File: src/rtl/step_controller.sv
// Step/run sequencer for the single-cycle MIPS core: turns a raw step button and a
// run switch into a one-cycle cpu_en, with PC breakpoint halt and a pulse counter.
module step_controller #(
    parameter int DEBOUNCE_CYCLES = 4,
    parameter int RUN_DIV         = 4,
    parameter int PC_WIDTH        = 5
) (
    input  logic                clock,
    input  logic                reset,
    input  logic                step_btn,
    input  logic                run_sw,
    input  logic                bp_en,
    input  logic [PC_WIDTH-1:0] bp_addr,
    input  logic [PC_WIDTH-1:0] pc,
    output logic                cpu_en,
    output logic                halted,
    output logic [1:0]          state_led,
    output logic [7:0]          step_count
);
    localparam int DW = (DEBOUNCE_CYCLES > 2) ? $clog2(DEBOUNCE_CYCLES) : 1;
    localparam int RW = (RUN_DIV > 2) ? $clog2(RUN_DIV) : 1;

    typedef enum logic [1:0] {
        IDLE = 2'b00,
        STEP = 2'b01,
        RUN  = 2'b10,
        BRK  = 2'b11
    } state_t;

    state_t        state;
    logic          sync1, btn_s, btn_db, btn_db_q;
    logic [DW-1:0] deb_cnt;
    logic [RW-1:0] div;
    logic          first_slot;
    logic          step_press;

    // A level change is accepted only after it has been seen DEBOUNCE_CYCLES in a row.
    always_ff @(posedge clock) begin
        if (reset) begin
            sync1    <= 1'b0;
            btn_s    <= 1'b0;
            btn_db   <= 1'b0;
            btn_db_q <= 1'b0;
            deb_cnt  <= '0;
        end else begin
            sync1    <= step_btn;
            btn_s    <= sync1;
            btn_db_q <= btn_db;
            if (btn_s == btn_db) begin
                deb_cnt <= '0;
            end else if (deb_cnt == DW'(DEBOUNCE_CYCLES - 1)) begin
                btn_db  <= btn_s;
                deb_cnt <= '0;
            end else begin
                deb_cnt <= deb_cnt + 1'b1;
            end
        end
    end

    assign step_press = btn_db & ~btn_db_q;

    always_ff @(posedge clock) begin
        if (reset) begin
            state      <= IDLE;
            cpu_en     <= 1'b0;
            step_count <= '0;
            div        <= '0;
            first_slot <= 1'b0;
        end else begin
            cpu_en <= 1'b0;
            case (state)
                IDLE: begin
                    if (run_sw) begin
                        state      <= RUN;
                        div        <= '0;
                        first_slot <= 1'b1;
                    end else if (step_press) begin
                        state      <= STEP;
                        cpu_en     <= 1'b1;
                        step_count <= step_count + 8'd1;
                    end
                end
                STEP: state <= IDLE;
                RUN: begin
                    if (!run_sw) begin
                        state <= IDLE;
                    end else if (div == RW'(RUN_DIV - 1)) begin
                        div        <= '0;
                        first_slot <= 1'b0;
                        // The first slot after entering RUN never halts, so a
                        // resume from BREAK steps past the breakpoint.
                        if (bp_en && pc == bp_addr && !first_slot) begin
                            state <= BRK;
                        end else begin
                            cpu_en     <= 1'b1;
                            step_count <= step_count + 8'd1;
                        end
                    end else begin
                        div <= div + 1'b1;
                    end
                end
                BRK: begin
                    if (step_press) begin
                        state      <= STEP;
                        cpu_en     <= 1'b1;
                        step_count <= step_count + 8'd1;
                    end else if (!run_sw) begin
                        state <= IDLE;
                    end
                end
                default: state <= IDLE;
            endcase
        end
    end

    assign halted    = (state == BRK);
    assign state_led = state;
endmodule

File: config.mk
export PLATFORM = sky130hd
export DESIGN_NAME = step_controller
export DESIGN_NICKNAME = d
export VERILOG_FILES = /design/src/rtl/step_controller.sv
export SDC_FILE = /design/constraint.sdc
export NUM_CORES = 1
export LEC_CHECK = 0
export BUFFER_PORTS_ARGS = -buffer_cell sky130_fd_sc_hd__buf_2
export CORE_AREA = 2 2 50 52
export CTS_CLUSTER_SIZE = 28
export DETAILED_ROUTE_END_ITERATION = 12
export DIE_AREA = 0 0 52 54
export GPL_ROUTABILITY_DRIVEN = 0
export GPL_TIMING_DRIVEN = 0
export PLACE_DENSITY = 0.68
export SLEW_MARGIN = 25
export SYNTH_ARGS = -nofsm -noshare
export SYNTH_HDL_FRONTEND = slang
export SYNTH_SLANG_ARGS = --single-unit
File: constraint.sdc
create_clock -name clock -period 4.85 [get_ports clock]
set_input_delay 0 -clock clock [delete_from_list [all_inputs] [get_ports clock]]
set_output_delay 0 -clock clock [all_outputs]
set_load 0.01 [all_outputs]
Yosys cells after proc, flatten, opt, wreduce, memory -nomap -nowiden --
Index checks and enable logic that the tools add are counted.
Word-level totals: register bits 20, input bits 15
Cells by class: add/sub/neg operators 3, eq/ne operators 16, muxes and demuxes 28, bitwise logic cells 3, reductions and logical operators 12
Operators by type and width (count):
- $mux 8 | 5
- $pmux 8 s3 | 1
- $mux 2 | 10
- $ne 2x2->1 const B | 5
- $ne 3x3->1 const B | 3
- $add 8x1->8 const B | 1
- $eq 2x2->1 const B | 4
- $mux 1 | 8
- $pmux 2 s4 | 1
- $reduce_and 4->1 | 2
- $eq 5x5->1 | 1
- $reduce_and 5->1 | 1
- $add 2x1->2 const B | 2
- $pmux 2 s2 | 1
- $ne 3x2->1 const B | 1
- $pmux 1 s3 | 1
- $reduce_and 3->1 | 1
- $reduce_bool 3->1 | 1
- $reduce_or 3->1 | 1
- $eq 2x1->1 const B | 1
- $logic_and 1x1->1 | 2
- $logic_not 2->1 | 1
- $not 1->1 | 2
- $pmux 1 s2 | 1
- 5 further kinds | 5

Longest topological paths before layout --
depth after elaboration 7, depth in mapped cells 6, depth with buffers taken out 6

Worst setup path after synthesis --
Ideal clock, no wire load.
path kind reg-to-reg, from reg state[1], in the netlist state_led[1], to reg step_count[7], arrival time 1.609 ns, required time 4.780 ns, slack 3.171 ns, stages on the path, launching flop included 6, clock period less this slack 1.679 ns, cell sequence dfxtp_1 -> and2_2 -> o2bb2ai_2 -> o2111ai_1 -> or4_1 -> a21oi_1
On the way: longest elaborated chain between the ends 3, elaborated cells between the ends (all ways) 10
Ends and longest elaborated chain:
- start, declared | line 30 | state_t state;
- start signal, assigned | line 64 | state <= IDLE;
- start signal, assigned | line 74 | state <= RUN;
- start signal, assigned | line 78 | state <= STEP;
- $eq 2x2->1 *
- named net halted | line 16 | output logic halted,
- $reduce_bool 3->1 (no line)
- $reduce_and 5->1 (no line)
- end signal, assigned | line 80 | step_count <= step_count + 8'd1;
- end signal, assigned | line 96 | step_count <= step_count + 8'd1;
- end signal, assigned | line 106 | step_count <= step_count + 8'd1;
- end, declared | line 18 | output logic [7:0] step_count
Mark *: on every way through the listed nets, which the timed path passes. The rest lies on a longest branch. A chain may end at the register's enable or synchronous reset.

Final worst setup path --
from reg state[1], in the netlist state_led[1], to reg step_count[7]
On the way: longest elaborated chain between the ends 3, elaborated cells between the ends (all ways) 10
Ends and longest elaborated chain:
- $eq 2x2->1 or $logic_not 2->1 (tied branches) | line 71 | case (state)
- $ne 2x2->1 (no line) or $reduce_bool 3->1 (tied branches)
- $reduce_and 5->1 (no line)
Several ways; a longest one is shown, not always the timed one.

==> impl_metrics.py <==
metrics = {
    "logic_synthesis": {
        "syn_inst": 107,
        "synth-edff-count": 0,
        "syn_nets": 125,
        "synth_fa_ha_area_share_pct": 3.88,
        "ys_ff_latch": 20,
        "synth_ff_type": "dfxtp_1",
        "syn_area_per_cell_um2": 9.04,
        "synthSimpleGateAreaFrac_pct": 28.2,
        "synth-compound-area-share_pct": 10.7,
        "synth_top_family_by_area": "simple AND/OR/NAND/NOR gates",
        "synth_xor_area_share_pct": 5.43,
        "synth-seq-area-share_pct": 41.4,
        "synth_cell_types": 27,
        "synthArstFlopShare_pct": 0,
        "ys.warnings.count": 0,
        "synth.area.mux_share_pct": 6.73,
        "syn-cell-area_um2": 967,
    },
    "pwr": {
        "p_per_area_nw_per_um2": 271,
        "p_leak_nw": 0.517,
        "p_comb_share_pct": 7.6,
        "irDropWorstVdd_v": 0.000181,
        "p_sw_share_pct": 19.5,
        "pwr-share-clk_pct": 40.9,
        "p_sw_mw": 0.0637,
        "power_frac_seq_pct": 51.5,
        "intPower_mw": 0.264,
    },
    "sta": {
        "finalSetupViolCount": 0,
        "slew_violations": 0,
        "clock_skew_ps": 1.44,
        "maxSlewHeadroom_pct": 73.4,
        "whs_ps": 68.0,
        "period_share_pct": 36.7,
        "tns_ps": 0,
        "rsz0062_at_grt": "false",
        "final.min_clock_period_ps": 1780,
        "finalHoldViolCount": 0,
        "worst_slew_pin_slew_ps": 399,
        "timing.fmax_mhz": 562,
    },
    "clock_network": {
        "tritoncts": "done",
        "cts_root_buf": "clkbuf_4",
        "clock-sinks": 20,
        "cts_setup_buffers": 0,
        "cts_resized": 0,
        "clk-insertion-delay-late_ps": 300,
        "clk_pin_slew_ps": 110,
        "numCtsBuffers": 3,
        "htree_levels": 1,
        "clockBufferDepth": 2,
    },
    "setup_path": {
        "cp-startpoint": "state_led[1]",
        "crit_buf_inv": 0,
        "cp.depth": 4,
        "arrival_ps": 2020,
        "critPathLaunchType": "flip-flop",
        "critical_path.slowest_cell": "or4_1",
        "critPathMaxStageDelay_ps": 520,
        "critPathKind": "reg2reg",
        "cp_cell_sequence": "nor4_2, o2111ai_1, or4_1, a21oi_1",
        "reg2reg_to": "step_count[7]",
        "end_kind": "flip-flop",
        "r2r-start": "state_led[1]",
        "r2r_cells": 4,
        "rrSetupSlack_ps": 3070,
        "required_ps": 5090,
        "cp_max_fo": 9,
        "path_delay_family": "simple AND/OR/NAND/NOR gates",
        "worstSetupEndpoint": "step_count[7]",
    },
    "floorplan": {
        "start_util_pct": 41.7,
        "core_um2": 2320,
        "rows": 18,
        "die-area_um2": 2810,
        "die_h_um": 54,
        "ios": 27,
        "fp.dieW_um": 52,
    },
    "drt": {
        "firstDrtPassIters": 4,
        "drt-total-wl_um": 1810,
        "ant_nets": 0,
        "avgViaCountPerCell": 4.87,
        "routedWlPerCell_um": 10.7,
        "route.detailed.drc": 0,
        "via_count": 823,
        "initialDrtViolationCount": 11,
    },
    "run_status": {
        "outcome": "completed",
    },
    "global_route": {
        "grt_overflow": 0,
        "grt_use_total_pct": 13.7,
        "grt_pass1_vias": 681,
        "antenna_found_initial": 0,
        "grt_pass1_wl_um": 2830,
        "grt_max_degree": 13,
    },
    "min_path": {
        "hold_path_class": "in2reg",
        "holdPathStages": 3,
    },
    "cells_and_area": {
        "final_core_util_pct": 52.0,
        "stdcell_count": 169,
        "fin_nets": 158,
        "diodes": 0,
        "drive_above_1_share_pct": 25.9,
        "fill_cells": 212,
        "syn_to_final_growth_pct": 24.8,
    },
    "placement": {
        "dp.cells": 163,
        "dp_hpwl_um": 1370,
        "port-buffer-count": 26,
    },
    "job": {
        "drv_cap": 0,
    },
}
==> tightest hold or removal path, delay by kind of cell <==
family / cells / cell delay [ps]
AND/OR/NAND/NOR: 2 / 190
buffers and inverters: 1 / 150
==> cell families (layout without fill, tap and decap cells) <==
family,Yosys count,in the layout
flops,20,20
buf+inv,5,37
xor+xnor,6,6
compound gates,16,16
fa+ha+maj,3,3
simple gates,51,51
mux,6,6
==> power by group through the flow <==
stage | logic [mW] | registers [mW] | clock network, mW
final | 0.0249 | 0.169 | 0.134
after global placement | 0.0230 | 0.172 | 0
after CTS | 0.0254 | 0.169 | 0.139
after floorplan | 0.0137 | 0.172 | 0
after detailed placement | 0.0239 | 0.172 | 0
after global routing | 0.0275 | 0.169 | 0.146
==> metrics by stage <==
stage               power (mW)  cell area (um^2)  setup slack [ps]
CTS                      0.333              1210              3040
finish                   0.328              1210              3070
global placement         0.195              1130              3100
detailed placement       0.196              1130              3080
floorplan                0.186               967              3170
global route             0.342              1210              2870
==> cell usage after synthesis (2+ instances only) <==
cell      number  area, um^2
nand2b_1       6        37.5
nor3_1         5        25.0
nor2_1        14        52.6
mux2i_1        2        20.0
a21oi_1        7        35.0
nand3_1        2        10.0
mux2_1         4        45.0
nor2b_1        9        56.3
buf_6          2        22.5
o31ai_1        3        22.5
or3_1          2        12.5
xnor2_1        6        52.6
ha_1           3        37.5
nand2_1        6        22.5
inv_1          2        7.51
or4_1          2        15.0
o21ai_0        3        15.0
dfxtp_1       20         400
==> area by class of cell <==
cell class                 instances  area (um^2)  area share (%)
buffer                             3         27.5            2.28
clock buffer                       3         22.5            1.87
clock inverter                     1         30.0            2.49
inverter                           2         7.51           0.622
multi-input combinational         82          532            44.0
sequential                        20          400            33.2
tap                               30         37.5            3.11
timing repair buffer              28          150            12.4
==> layer usage <==
metal	GRT usage, %	vias up	share of wire (%)
met3	2.50	4	4.4
met1	16.6	364	51
li1	-	433	-
met4	7.89	0	1.6
met2	22.6	22	42
met5	0	-	0
==> registers in the layout, summed over array words and instances, names as in the netlist, 2 cells and up <==
signal	count
step_count	8
deb_cnt	2
div	2
state_led	2
==> what timing repair did <==
action                     4_1_cts  5_1_grt
hold buffers                     2        0
hold endpoints to repair         2        0
setup endpoints to repair        0        0
==> placed cells by master, fill, tap and decap left out, types with 2 or more instances in the layout <==
master and count:
nor2_1 14, buf_2 27, or3_1 2, clkbuf_4 3, ha_1 3, nor2b_1 9, mux2i_1 2, a21oi_1 7
o21ai_0 3, dlygate4sd3_1 2, o31ai_1 3, or4_1 2, nand2_1 6, nand2b_1 6, buf_6 2, xnor2_1 6
nand3_1 2, dfxtp_1 20, nor3_1 5, inv_1 2, mux2_1 4
==> worst min path at each step <==
stage / startpoint / endpoint / slack [ps]
floorplan: step_btn / sync1 / 130
global placement: step_btn / sync1 / 210
detailed placement: step_btn / sync1 / 220
CTS: reset / deb_cnt[1] / 60
global route: reset / btn_s / 80
finish: reset / deb_cnt[1] / 70
No activity file was read; power rests on OpenSTA's default activity.
